==> config.mk <==
export PLATFORM = sky130hd
export DESIGN_NAME = approx_mult_pipe
export DESIGN_NICKNAME = d
export VERILOG_FILES = /design/src/rtl/approx_mult_pkg.sv /design/src/rtl/approx_mult_pp_group.sv /design/src/rtl/approx_mult_pipe.sv
export SDC_FILE = /design/constraint.sdc
export NUM_CORES = 1
export LEC_CHECK = 0
export BUFFER_PORTS_ARGS = -buffer_cell sky130_fd_sc_hd__buf_2
export CORE_ASPECT_RATIO = 1.2
export CORE_MARGIN = 2
export CORE_UTILIZATION = 65
export DETAILED_ROUTE_END_ITERATION = 8
export PLACE_DENSITY = 0.85
export RECOVER_POWER = 100
export SETUP_SLACK_MARGIN = 0.4
export SYNTH_ARGS = -nofsm -noshare
export SYNTH_HDL_FRONTEND = slang
export SYNTH_SLANG_ARGS = --single-unit
==> constraint.sdc <==
create_clock -name clk -period 8.77 [get_ports clk]
set_clock_uncertainty 0.15 [all_clocks]
set_input_delay 0.4385 -clock clk [delete_from_list [all_inputs] [get_ports clk]]
set_output_delay 0.4385 -clock clk [all_outputs]
set_load 0.01 [all_outputs]
==> src/rtl/approx_mult_pkg.sv <==
// Shared constants and types for the approximate signed multiplier pipeline.
package approx_mult_pkg;

  localparam logic MODE_EXACT  = 1'b0;
  localparam logic MODE_APPROX = 1'b1;

  localparam int unsigned DEFAULT_WIDTH       = 8;
  localparam int unsigned DEFAULT_APPROX_BITS = 4;

  localparam int unsigned NUM_STAGES = 3;
  localparam int unsigned STG_S1     = 0;
  localparam int unsigned STG_S2     = 1;
  localparam int unsigned STG_S3     = 2;

  typedef logic [NUM_STAGES-1:0] stage_valid_t;

endpackage

==> src/rtl/approx_mult_pp_group.sv <==
// Generates WIDTH/2 partial-product rows of a against one half of b and sums them.
// The low half is unsigned; the high half carries b's sign bit as a negative-weight row.
module approx_mult_pp_group
  import approx_mult_pkg::*;
#(
  parameter int unsigned WIDTH      = DEFAULT_WIDTH,
  parameter bit          SIGNED_TOP = 1'b0,
  parameter int unsigned DROP_BITS  = 0
) (
  input  logic [WIDTH-1:0]   i_a,
  input  logic [WIDTH/2-1:0] i_b,
  input  logic               i_approx,
  output logic [2*WIDTH-1:0] o_sum_c
);

  localparam int unsigned HALF = WIDTH / 2;
  localparam int unsigned PW   = 2 * WIDTH;
  localparam int unsigned CSH  = (DROP_BITS > 0) ? DROP_BITS - 1 : 0;
  localparam logic [HALF-1:0] DROP_MASK = HALF'((64'd1 << DROP_BITS) - 64'd1);

  logic [PW-1:0] w_a_ext;
  logic [PW-1:0] w_comp;

  assign w_a_ext = {{WIDTH{i_a[WIDTH-1]}}, i_a};
  // Half-LSB compensation re-centres the truncation error of the dropped rows.
  assign w_comp  = (DROP_BITS > 0) ? (w_a_ext << CSH) : '0;

  always_comb begin
    logic [PW-1:0] v_row;
    o_sum_c = '0;
    v_row   = '0;
    for (int unsigned i = 0; i < HALF; i++) begin
      v_row = i_b[i] ? (w_a_ext << i) : '0;
      if (i_approx && DROP_MASK[i]) begin
        v_row = '0;
      end
      if (SIGNED_TOP && (i == HALF - 1)) begin
        o_sum_c = o_sum_c - v_row;
      end else begin
        o_sum_c = o_sum_c + v_row;
      end
    end
    if (i_approx && (DROP_BITS > 0)) begin
      o_sum_c = o_sum_c + w_comp;
    end
  end

endmodule

==> src/rtl/approx_mult_pipe.sv <==
// Three-stage valid/ready signed multiplier with per-transaction exact/approximate mode.
// Optional macro APPROX_MULT_DIFF_EN adds the err output (exact product minus result).
module approx_mult_pipe
  import approx_mult_pkg::*;
#(
  parameter int unsigned WIDTH       = DEFAULT_WIDTH,
  parameter int unsigned APPROX_BITS = DEFAULT_APPROX_BITS
) (
  input  logic               clk,
  input  logic               resetn,
  input  logic               clear,
  input  logic               in_valid,
  output logic               in_ready,
  input  logic [WIDTH-1:0]   a,
  input  logic [WIDTH-1:0]   b,
  input  logic               mode,
  output logic               out_valid,
  input  logic               out_ready,
  output logic [2*WIDTH-1:0] result,
  output logic               out_mode
`ifdef APPROX_MULT_DIFF_EN
  ,
  output logic [2*WIDTH-1:0] err
`endif
);

  localparam int unsigned HALF = WIDTH / 2;
  localparam int unsigned PW   = 2 * WIDTH;

  stage_valid_t     r_valid;
  logic [WIDTH-1:0] r_s1_a;
  logic [WIDTH-1:0] r_s1_b;
  logic             r_s1_mode;
  logic [PW-1:0]    r_s2_lo;
  logic [PW-1:0]    r_s2_hi;
  logic             r_s2_mode;
  logic [PW-1:0]    r_s3_sum;
  logic             r_s3_mode;

  logic             w_adv1;
  logic             w_adv2;
  logic             w_adv3;
  logic             w_accept;
  logic             w_s1_approx;
  logic [PW-1:0]    w_lo_sum;
  logic [PW-1:0]    w_hi_sum;
  logic [PW-1:0]    w_final;

  // A stage advances when it is empty or its successor advances.
  always_comb begin
    w_adv3   = !r_valid[STG_S3] || out_ready;
    w_adv2   = !r_valid[STG_S2] || w_adv3;
    w_adv1   = !r_valid[STG_S1] || w_adv2;
    in_ready = resetn && w_adv1 && !clear;
    w_accept = in_valid && in_ready;
  end

  assign w_s1_approx = (r_s1_mode == MODE_APPROX);
  assign w_final     = r_s2_lo + (r_s2_hi << HALF);

  approx_mult_pp_group #(
    .WIDTH      (WIDTH),
    .SIGNED_TOP (1'b0),
    .DROP_BITS  (APPROX_BITS)
  ) u_pp_lo (
    .i_a      (r_s1_a),
    .i_b      (r_s1_b[HALF-1:0]),
    .i_approx (w_s1_approx),
    .o_sum_c  (w_lo_sum)
  );

  approx_mult_pp_group #(
    .WIDTH      (WIDTH),
    .SIGNED_TOP (1'b1),
    .DROP_BITS  (0)
  ) u_pp_hi (
    .i_a      (r_s1_a),
    .i_b      (r_s1_b[WIDTH-1:HALF]),
    .i_approx (1'b0),
    .o_sum_c  (w_hi_sum)
  );

  // Stage occupancy; clear empties the whole pipe at the next edge.
  always_ff @(posedge clk or negedge resetn) begin
    if (!resetn) begin
      r_valid <= '0;
    end else if (clear) begin
      r_valid <= '0;
    end else begin
      if (w_adv1) r_valid[STG_S1] <= w_accept;
      if (w_adv2) r_valid[STG_S2] <= r_valid[STG_S1];
      if (w_adv3) r_valid[STG_S3] <= r_valid[STG_S2];
    end
  end

  // Payload registers only load on a real transfer so a stalled result stays put.
  always_ff @(posedge clk or negedge resetn) begin
    if (!resetn) begin
      r_s1_a    <= '0;
      r_s1_b    <= '0;
      r_s1_mode <= MODE_EXACT;
      r_s2_lo   <= '0;
      r_s2_hi   <= '0;
      r_s2_mode <= MODE_EXACT;
      r_s3_sum  <= '0;
      r_s3_mode <= MODE_EXACT;
    end else begin
      if (w_accept) begin
        r_s1_a    <= a;
        r_s1_b    <= b;
        r_s1_mode <= mode;
      end
      if (w_adv2 && r_valid[STG_S1]) begin
        r_s2_lo   <= w_lo_sum;
        r_s2_hi   <= w_hi_sum;
        r_s2_mode <= r_s1_mode;
      end
      if (w_adv3 && r_valid[STG_S2]) begin
        r_s3_sum  <= w_final;
        r_s3_mode <= r_s2_mode;
      end
    end
  end

  assign out_valid = r_valid[STG_S3];
  assign result    = r_s3_sum;
  assign out_mode  = r_s3_mode;

`ifdef APPROX_MULT_DIFF_EN
  localparam int unsigned   CSH      = (APPROX_BITS > 0) ? APPROX_BITS - 1 : 0;
  localparam logic [PW-1:0] LOW_MASK = PW'((64'd1 << APPROX_BITS) - 64'd1);

  logic [PW-1:0] w_a_ext;
  logic [PW-1:0] w_b_low;
  logic [PW-1:0] w_comp;
  logic [PW-1:0] w_err_s2;
  logic [PW-1:0] r_s2_err;
  logic [PW-1:0] r_s3_err;

  // Error = weight of the dropped low rows minus the compensation term.
  assign w_a_ext  = {{WIDTH{r_s1_a[WIDTH-1]}}, r_s1_a};
  assign w_b_low  = PW'(r_s1_b) & LOW_MASK;
  assign w_comp   = (APPROX_BITS > 0) ? (w_a_ext << CSH) : '0;
  assign w_err_s2 = w_s1_approx ? ((w_a_ext * w_b_low) - w_comp) : '0;

  always_ff @(posedge clk or negedge resetn) begin
    if (!resetn) begin
      r_s2_err <= '0;
      r_s3_err <= '0;
    end else begin
      if (w_adv2 && r_valid[STG_S1]) r_s2_err <= w_err_s2;
      if (w_adv3 && r_valid[STG_S2]) r_s3_err <= r_s2_err;
    end
  end

  assign err = r_s3_err;
`endif

endmodule

==> summary.txt, run 1 <==
WORST SETUP PATH
------------------------------------------------------------------------------------
Critical path launch point type                                            flip-flop
Required time of the critical path                                           8900 ps
Reg2Reg Launch Point                                                       r_s1_mode
Class of the most critical setup path                                        reg2reg
Crit path launch                                                           r_s1_mode
Arrival @ worst endpoint                                                     6090 ps
Critical path endpoint category                                            flip-flop
Largest fanout on the critical path                                               29

FLOORPLANNING
------------------------------------------------------------------------------------
Core Box Area                                                               8610 µm²
Std-Cell Rows                                                                     37
Die area                                                                    9700 µm²
Die outline height                                                            107 µm
Ports                                                                             41
Initial cell density of the core                                               0.673
X dimension of the die                                                       90.2 µm

PLACEMENT
------------------------------------------------------------------------------------
IO buf count                                                                      40
Sum of net half-perimeters after detailed placement                          9450 µm
Routability congestion estimate from global placement                          0.893

GLOBAL ROUTE
------------------------------------------------------------------------------------
Antenna violations before repair                                                   0
GR Overflow Total                                                                  0
Vias in the first global route                                                 4,576
Wire length of the first global-routing pass                               21,100 µm
Total GRT Usage                                                                0.272
Maximum number of pins on one net before global-route repair                      68

FINAL LAYOUT
------------------------------------------------------------------------------------
N_diodes                                                                           0
Share of cells above drive strength 1                                         0.0950
Final net count                                                                  777
P&R area growth vs syn                                                         7.66%

JOB
------------------------------------------------------------------------------------
Max-cap violation count                                                            1

TIMING
------------------------------------------------------------------------------------
Min cycle time layout                                                        5960 ps
Number of hold violations in the final report                                      0
Slew Viols, Final                                                                 68
Fin crit share                                                                 0.679
Remaining max-slew budget at the tightest pin                                  -1.31
Hold slack                                                                    127 ps
Transition time of the tightest slew-check pin                               3460 ps
RSZ-0062 raised after global routing                                              no
Fmax achieved                                                                168 MHz
Post-Route Setup TNS                                                            0 ps
Number of failing setup endpoints in the final timing report                       0

ROUTE
------------------------------------------------------------------------------------
Average detailed-routed wire length per instance                             15.6 µm
Final wirelength                                                           12,400 µm
DRC                                                                                0
Post-route ant nets                                                                0
Initial DRC Count                                                                277
Via count of the routed design                                                 4,578
Number of iterations in the first detailed-routing pass                            5
Routed vias/inst                                                                5.79

CLOCKING
------------------------------------------------------------------------------------
Post-cts sizing count                                                              0
Later-pin clock latency in the skew report                                    350 ps
H-tree levels                                                                      3
Clock-pin slew on the worst setup and hold paths                               70 ps
Clock Sink Count                                                                  66
Buffers from clock root to sink, at most                                           2
TritonCTS clock tree                                                           built
Setup Fix Bufs, Post-CTS                                                           0
Clock root cell                                                             clkbuf_8
Number of buffers inserted for hold repair after clock tree synthesis              0
Clock buffer count from CTS                                                        9

LOGIC SYNTHESIS
------------------------------------------------------------------------------------
Count of flip-flops with a built-in enable after synthesis                         0
Register area share after synthesis                                            0.285
Share of the synthesized area in the top cell type                             0.285
Synth warnings                                                                     0
Synthesized net count                                                            740
Post-synth cell types                                                             51
Cells after Synth                                                                632
Avg Synthesized Cell Area                                                   9.18 µm²
Top_reg_cell synth                                                           dfrtp_1
Ys async rst share                                                              1.00
Top area cells in the synthesized netlist                               dfrtp_1 (28%), fa_1 (13%), ha_1 (10%), nand2_1 (5.2%), and2_1 (4.5%)
Synth Register Bits                                                               66
Most area-hungry cell type in the Yosys netlist                              dfrtp_1
Netlist area before placement                                               5800 µm²

PWR
------------------------------------------------------------------------------------
Clock network fraction of design power                                         0.117
Largest vdd supply drop                                                       162 µV
Switching power share of the total                                             0.471
Cell internal pwr                                                          0.00121 W
Reported leakage power                                                       3.05 nW
Power share of the combinational group                                         0.659
Overall power after layout                                                 0.00229 W
Power per cell area                                                       367 nW/µm²
Share of power burned in registers                                             0.225
Sw Pwr                                                                     0.00108 W

STATUS
------------------------------------------------------------------------------------
Violations in the final reports                                         max-capacitance violations, max-slew violations
Status                                                                  finished with violations

MIN PATH
------------------------------------------------------------------------------------
Worst min-delay path startpoint                                                clear
Type of the tightest min-delay check                                          in2reg

[cell families (layout without fill, tap and decap cells)]
| kind of cell | count (synthesis) | count (layout) | share of synthesized area |
|---|---|---|---|
| simple gates | 198 | 198 | 0.171 |
| compound gates | 140 | 140 | 0.153 |
| fa+ha+maj | 86 | 86 | 0.236 |
| buf+inv | 85 | 127 | 0.0576 |
| flops | 66 | 66 | 0.285 |
| mux | 29 | 29 | 0.0550 |
| xor+xnor | 28 | 28 | 0.0423 |
[stage by stage]
step / std cells / cell area, µm² / util / setup slack, ps
2_1_floorplan: 632 / 5800 / - / 3850
3_3_place_gp: 775 / 6090 / 0.707 / 3230
3_5_place_dp: 775 / 6090 / 0.707 / 3070
4_1_cts: 791 / 6290 / 0.730 / 3000
5_1_grt: 791 / 6240 / 0.725 / 2370
6_report: 791 / 6240 / 0.725 / 2810
[worst max-delay path, cell delays in order (launching register included)]
cell and delay (ps):
dfrtp_1 1010, nor2b_1 180, and2_0 240, fa_1 530, inv_1 50, fa_1 610
inv_1 90, ha_1 310, a211o_1 330, a211oi_1 390, o21ai_0 160, a21o_1 200
xor2_1 160, ha_1 380, o211ai_1 100, nor2_1 150, o2111ai_1 140, a21bo_2 230
a311o_1 340, nand3_1 90
[flip-flops by register name (all words and copies together) (netlist names)]
signal / cells
out_mode: 1
r_valid: 3
r_s2_hi: 12
r_s1_b: 8
r_s2_lo: 16
result: 16
r_s1_a: 8
r_s1_mode: 1
r_s2_mode: 1
[layout make-up]
type	instances	area (µm²)
Multi-Input combinational cell	481	3800
Fill cell	660	2370
Sequential cell	66	1650
Inverter	68	255
Timing Repair Buffer	43	191
Tap cell	117	146
Clock buffer	12	145
Clock inverter	4	51.3
[path summary, 6_finish.rpt]
kind,slack (ps),cells after the start,endpoint
max in group asynchronous,5320,2,r_valid[0]
max reg2reg,2810,19,r_s2_lo[15]
max,2810,19,r_s2_lo[15]
min reg2reg,330,2,r_s2_lo[0]
min in group asynchronous,1210,2,r_s2_hi[6]
min,130,2,r_valid[1]
[metal layers]
metal | GRT usage | vias to the layer above | wire [µm]
met5 | 0 | - | 0
met1 | 0.347 | 2218 | 5340
met2 | 0.483 | 125 | 6160
met4 | 0.0934 | 0 | 319
met3 | 0.0336 | 26 | 541
li1 | - | 2209 | -
[synthesized netlist by cell type (4+ instances only)]
library cell,n
nand2_1,80
inv_1,68
dfrtp_1,66
ha_1,47
and2_1,42
o21ai_0,41
fa_1,39
a21oi_1,30
mux2_2,23
nor2_1,22
a21o_1,17
xnor2_1,16
nor2b_1,12
xor2_1,12
clkbuf_1,11
nand3_1,11
o21a_1,10
o211ai_1,8
a211oi_1,7
a31oi_1,6
mux2i_1,6
nand3b_1,6
nor3_1,6
nand2b_1,4
nor3b_1,4
[power by group through the flow]
| stage | Sequential, W | Combinational, W | Clock, W |
|---|---|---|---|
| final | 0.000514 | 0.00151 | 0.000267 |
| after global routing | 0.000530 | 0.00171 | 0.000285 |
| after CTS | 0.000513 | 0.00151 | 0.000270 |
| after detailed placement | 0.000518 | 0.00149 | 0 |
| after global placement | 0.000512 | 0.00144 | 0 |
| after floorplan | 0.000489 | 0.00119 | 0 |
[cell usage in the layout (no fill, tap or decap), types with 2 or more instances in the layout]
cell       synthesis  layout
a211oi_1           7       8
nor4b_1            2       2
clkbuf_8           0      10
o21bai_1           3       3
clkbuf_1          11      23
o21ai_0           41      42
nor3b_1            4       4
a2111oi_0          2       2
a21o_1            17      17
nand3b_1           6       6
nand2_1           80      81
mux2i_1            6       6
nand4_1            2       2
xnor2_1           16      16
and2_1            42      35
o31ai_1            3       3
mux2_2            23      23
nor3_1             6       6
o211ai_1           8       8
nand2b_1           4       4
inv_1             68      68
nand3_1           11      11
o2111ai_1          2       2
fa_1              39      39
dfrtp_1           66      66
buf_2              3      21
xor2_1            12      12
a21oi_1           30      30
and2_0             0       7
ha_1              47      47
nor2_1            22      22
o21a_1            10      10
nor2b_1           12      12
a31oi_1            6       6
No activity file was read; power rests on OpenSTA's default activity.
==> run 2: changes to the inputs <==
--- a/config.mk
+++ b/config.mk
@@ -8,9 +8,9 @@
 export BUFFER_PORTS_ARGS = -buffer_cell sky130_fd_sc_hd__buf_2
 export CORE_ASPECT_RATIO = 1.2
 export CORE_MARGIN = 2
-export CORE_UTILIZATION = 65
+export CORE_UTILIZATION = 56
 export DETAILED_ROUTE_END_ITERATION = 8
-export PLACE_DENSITY = 0.85
+export PLACE_DENSITY = 0.78
 export RECOVER_POWER = 100
 export SETUP_SLACK_MARGIN = 0.4
 export SYNTH_ARGS = -nofsm -noshare
==> constraint.sdc (replaced) <==
create_clock -name clk -period 5.2 [get_ports clk]
set_clock_uncertainty 0.15 [all_clocks]
set_input_delay 0.26 -clock clk [delete_from_list [all_inputs] [get_ports clk]]
set_output_delay 0.26 -clock clk [all_outputs]
set_load 0.01 [all_outputs]
==> run 2 against run 1 <==
Compared with the run above:
- the run still ends with max-capacitance violations, max-slew violations left
- global-route usage down 2.1 points
- clock power grew 120%
- sequential share of layout area is 2.2 points lower
- non-clock buffer count is 31 higher
- design area up 9.1%
- critical path depth rose by 2
- register-to-register slack got worse by 2600 ps
- fmax rose by 20%
- die area rose by 15%
- sequential power rose by 63%
- final cell count increased by 4.8%
- largest power group unchanged
- highest routed layer unchanged
==> summary.txt, run 2 (same netlist as run 1, synthesis figures left out) <==
TIMING
--------------------------------------------------------------------------------
Min cycle time layout                                                    4950 ps   -1000 ps
Transition time of the tightest slew-check pin                           3590 ps   +129 ps
Fmax achieved                                                            202 MHz   +20%
Number of failing setup endpoints in the final timing report                   0   unchanged
Fin crit share                                                             0.953   +0.273
RSZ-0062 raised after global routing                                         yes
Remaining max-slew budget at the tightest pin                              -1.39   -0.0859
Slew Viols, Final                                                             68   unchanged
Worst setup margin                                                        246 ps   -2570 ps
Post-Route Setup TNS                                                        0 ps   unchanged
Number of hold violations in the final report                                  0   unchanged

FINAL LAYOUT
--------------------------------------------------------------------------------
Most frequent cells in the layout                                   nand2_1 (81), dfrtp_1 (65), inv_1 (64)
Final net count                                                              808   +4.0%
Most common library cell in the layout ignoring fill and taps            nand2_1
Final cell count without fillers                                             829   +4.8%
Share of cells above drive strength 1                                      0.185   +0.0900
N_diodes                                                                       0   unchanged
P&R area growth vs syn                                                     17.4%
Fraction of the core area covered by cells at the end of the flow          0.677   -0.0482

JOB
--------------------------------------------------------------------------------
Max-cap violation count                                                        1   unchanged

PLACEMENT
--------------------------------------------------------------------------------
Sum of net half-perimeters after detailed placement                    10,200 µm   +7.6%
Routability congestion estimate from global placement                      0.992   +11%
IO buf count                                                                  40   unchanged
Setup slack at placement                                                 65.8 ps   -3000 ps
Number of cells after detailed placement                                     793   +2.3%

WORST SETUP PATH
--------------------------------------------------------------------------------
Required time of the critical path                                       5320 ps   -3580 ps
Critical path endpoint category                                        flip-flop
Arrival @ worst endpoint                                                 5070 ps   -1020 ps
Class of the most critical setup path                                    reg2reg
Critical path launch point type                                        flip-flop
Largest fanout on the critical path                                            5   -83%

CLOCKING
--------------------------------------------------------------------------------
Clock root cell                                                        clkbuf_16
Buffers from clock root to sink, at most                                       2   unchanged
Later-pin clock latency in the skew report                                330 ps   -20 ps
H-tree levels                                                                  3   unchanged
TritonCTS clock tree                                                       built
Clock-pin slew on the worst setup and hold paths                           50 ps   -20 ps
Clock Sink Count                                                              66   unchanged
Clock buffer count from CTS                                                    9   unchanged

PWR
--------------------------------------------------------------------------------
Cell internal pwr                                                      0.00239 W   +97%
Largest vdd supply drop                                                   246 µV   +51%
Reported leakage power                                                   3.30 nW   +8.0%
Share of power burned in registers                                         0.193   -0.032
Power share of the combinational group                                     0.674   +0.015
Sw Pwr                                                                 0.00195 W   +81%
Switching power share of the total                                         0.450   -0.0218
Power per cell area                                                   638 nW/µm²   +74%
Clock network fraction of design power                                     0.133   +0.016

FLOORPLANNING
--------------------------------------------------------------------------------
Ports                                                                         41   unchanged
Core Box Area                                                         10,100 µm²   +17%
Die area                                                              11,200 µm²   +15%
Std-Cell Rows                                                                 40   +8.1%
Die outline height                                                        115 µm   +7.4%
Initial cell density of the core                                           0.576   -0.0970
X dimension of the die                                                   96.9 µm   +7.4%

STATUS
--------------------------------------------------------------------------------
Violations in the final reports                                     max-capacitance violations, max-slew violations
Status                                                              finished with violations

MIN PATH
--------------------------------------------------------------------------------
Type of the tightest min-delay check                                      in2reg

ROUTE
--------------------------------------------------------------------------------
Final wirelength                                                       14,000 µm   +13%
Uppermost signal routing layer after detailed routing                       met4
Detailed-routed wire length on met2                                      7410 µm   +20%
Initial DRC Count                                                            245   -12%
Post-route ant nets                                                            0   unchanged
Number of iterations in the first detailed-routing pass                        7   +2
Routed vias/inst                                                            5.74   -0.87%
Met3 wire len                                                             413 µm   -24%
DRC                                                                            0   unchanged
Via count of the routed design                                             4,756   +3.9%
Average detailed-routed wire length per instance                         16.9 µm   +8.1%
Metal-1 WL                                                               5590 µm   +4.8%

GLOBAL ROUTE
--------------------------------------------------------------------------------
GR Overflow Total                                                              0   unchanged
Wire length of the first global-routing pass                           22,700 µm   +7.3%
Total GRT Usage                                                            0.252   -0.0209
Vias in the first global route                                             4,875   +6.5%
Antenna violations before repair                                               0   unchanged
Maximum number of pins on one net before global-route repair                  68   unchanged

## run 2: changes by cell type in the layout (fill, tap and decap cells not counted), moves of 7 or more
cell | before | now
ha_4 | 0 | 7
ha_1 | 47 | 39
o21ai_0 | 42 | 35
nor2b_1 | 12 | 4
clkbuf_8 | 10 | 0
buf_4 | 1 | 25
clkbuf_16 | 0 | 9
## run 2: worst paths after layout
path                            from           to  slack (ps)  depth (start not counted)
max in group asynchronous     resetn    r_s1_a[0]        1510                          2
hold / removal                  b[3]    r_s1_b[3]           5                          2
min in group asynchronous     resetn   result[15]        1110                          2
hold reg to reg            r_s2_mode    r_s2_mode         320                          2
setup / recovery           r_s1_mode  r_s2_lo[15]         250                         21
setup reg to reg           r_s1_mode  r_s2_lo[15]         250                         21
## run 2: what timing repair did
| action | CTS | global route |
|---|---|---|
| pin swaps | 22 | 25 |
| setup endpoints to repair | 5 | 5 |
| hold buffers | 1 | 0 |
| endpoints found under the hold margin | 2 | 0 |
| gates resized for setup | 35 | 27 |
| buffers inserted | 12 | 9 |
## run 2: layout make-up
| class | instances | area (µm²) |
|---|---|---|
| clock buffers | 10 | 229 |
| repair buffers | 74 | 430 |
| inverters | 68 | 255 |
| multi-input cells | 481 | 4040 |
| flip-flops and latches | 66 | 1650 |
| well taps | 126 | 158 |
| clock inverters | 4 | 45.0 |
| fillers | 745 | 3250 |
## run 2: per-stage QoR
stage	hold WS, ps	total power [W]	instance area [µm²]
after floorplan	-186	0.00283	5800
after global placement	301	0.00332	6170
after detailed placement	309	0.00342	6170
after CTS	0.350	0.00419	6670
after global routing	9.18	0.00473	6810
final	5.22	0.00434	6810
## run 2: per-layer routing
layer  vias to the layer above  track usage
met2                       123        0.466
met4                         0        0.117
met5                         -            0
met1                      2322        0.289
met3                        31       0.0368
li1                       2280            -
## run 2: power by group through the flow
stage | sequential [W] | clock [W] | combinational [W]
floorplan | 0.000825 | 0 | 0.00200
global placement | 0.000832 | 0 | 0.00249
detailed placement | 0.000844 | 0 | 0.00258
CTS | 0.000835 | 0.000585 | 0.00277
global route | 0.000855 | 0.000608 | 0.00327
finish | 0.000839 | 0.000578 | 0.00293
## run 2: critical path, stage by stage, from the launching register on
cell	delay (ps)
dfrtp_1	480
buf_6	180
nor2b_2	70
and2_1	180
fa_1	500
inv_1	50
fa_1	520
inv_1	60
ha_4	270
o21a_1	180
a211oi_4	90
buf_4	160
nor4_4	310
nor2_2	90
xnor2_2	270
ha_4	260
a21o_1	180
a21o_1	190
a21oi_2	170
nand3b_1	120
a311o_1	330
nand3_1	70
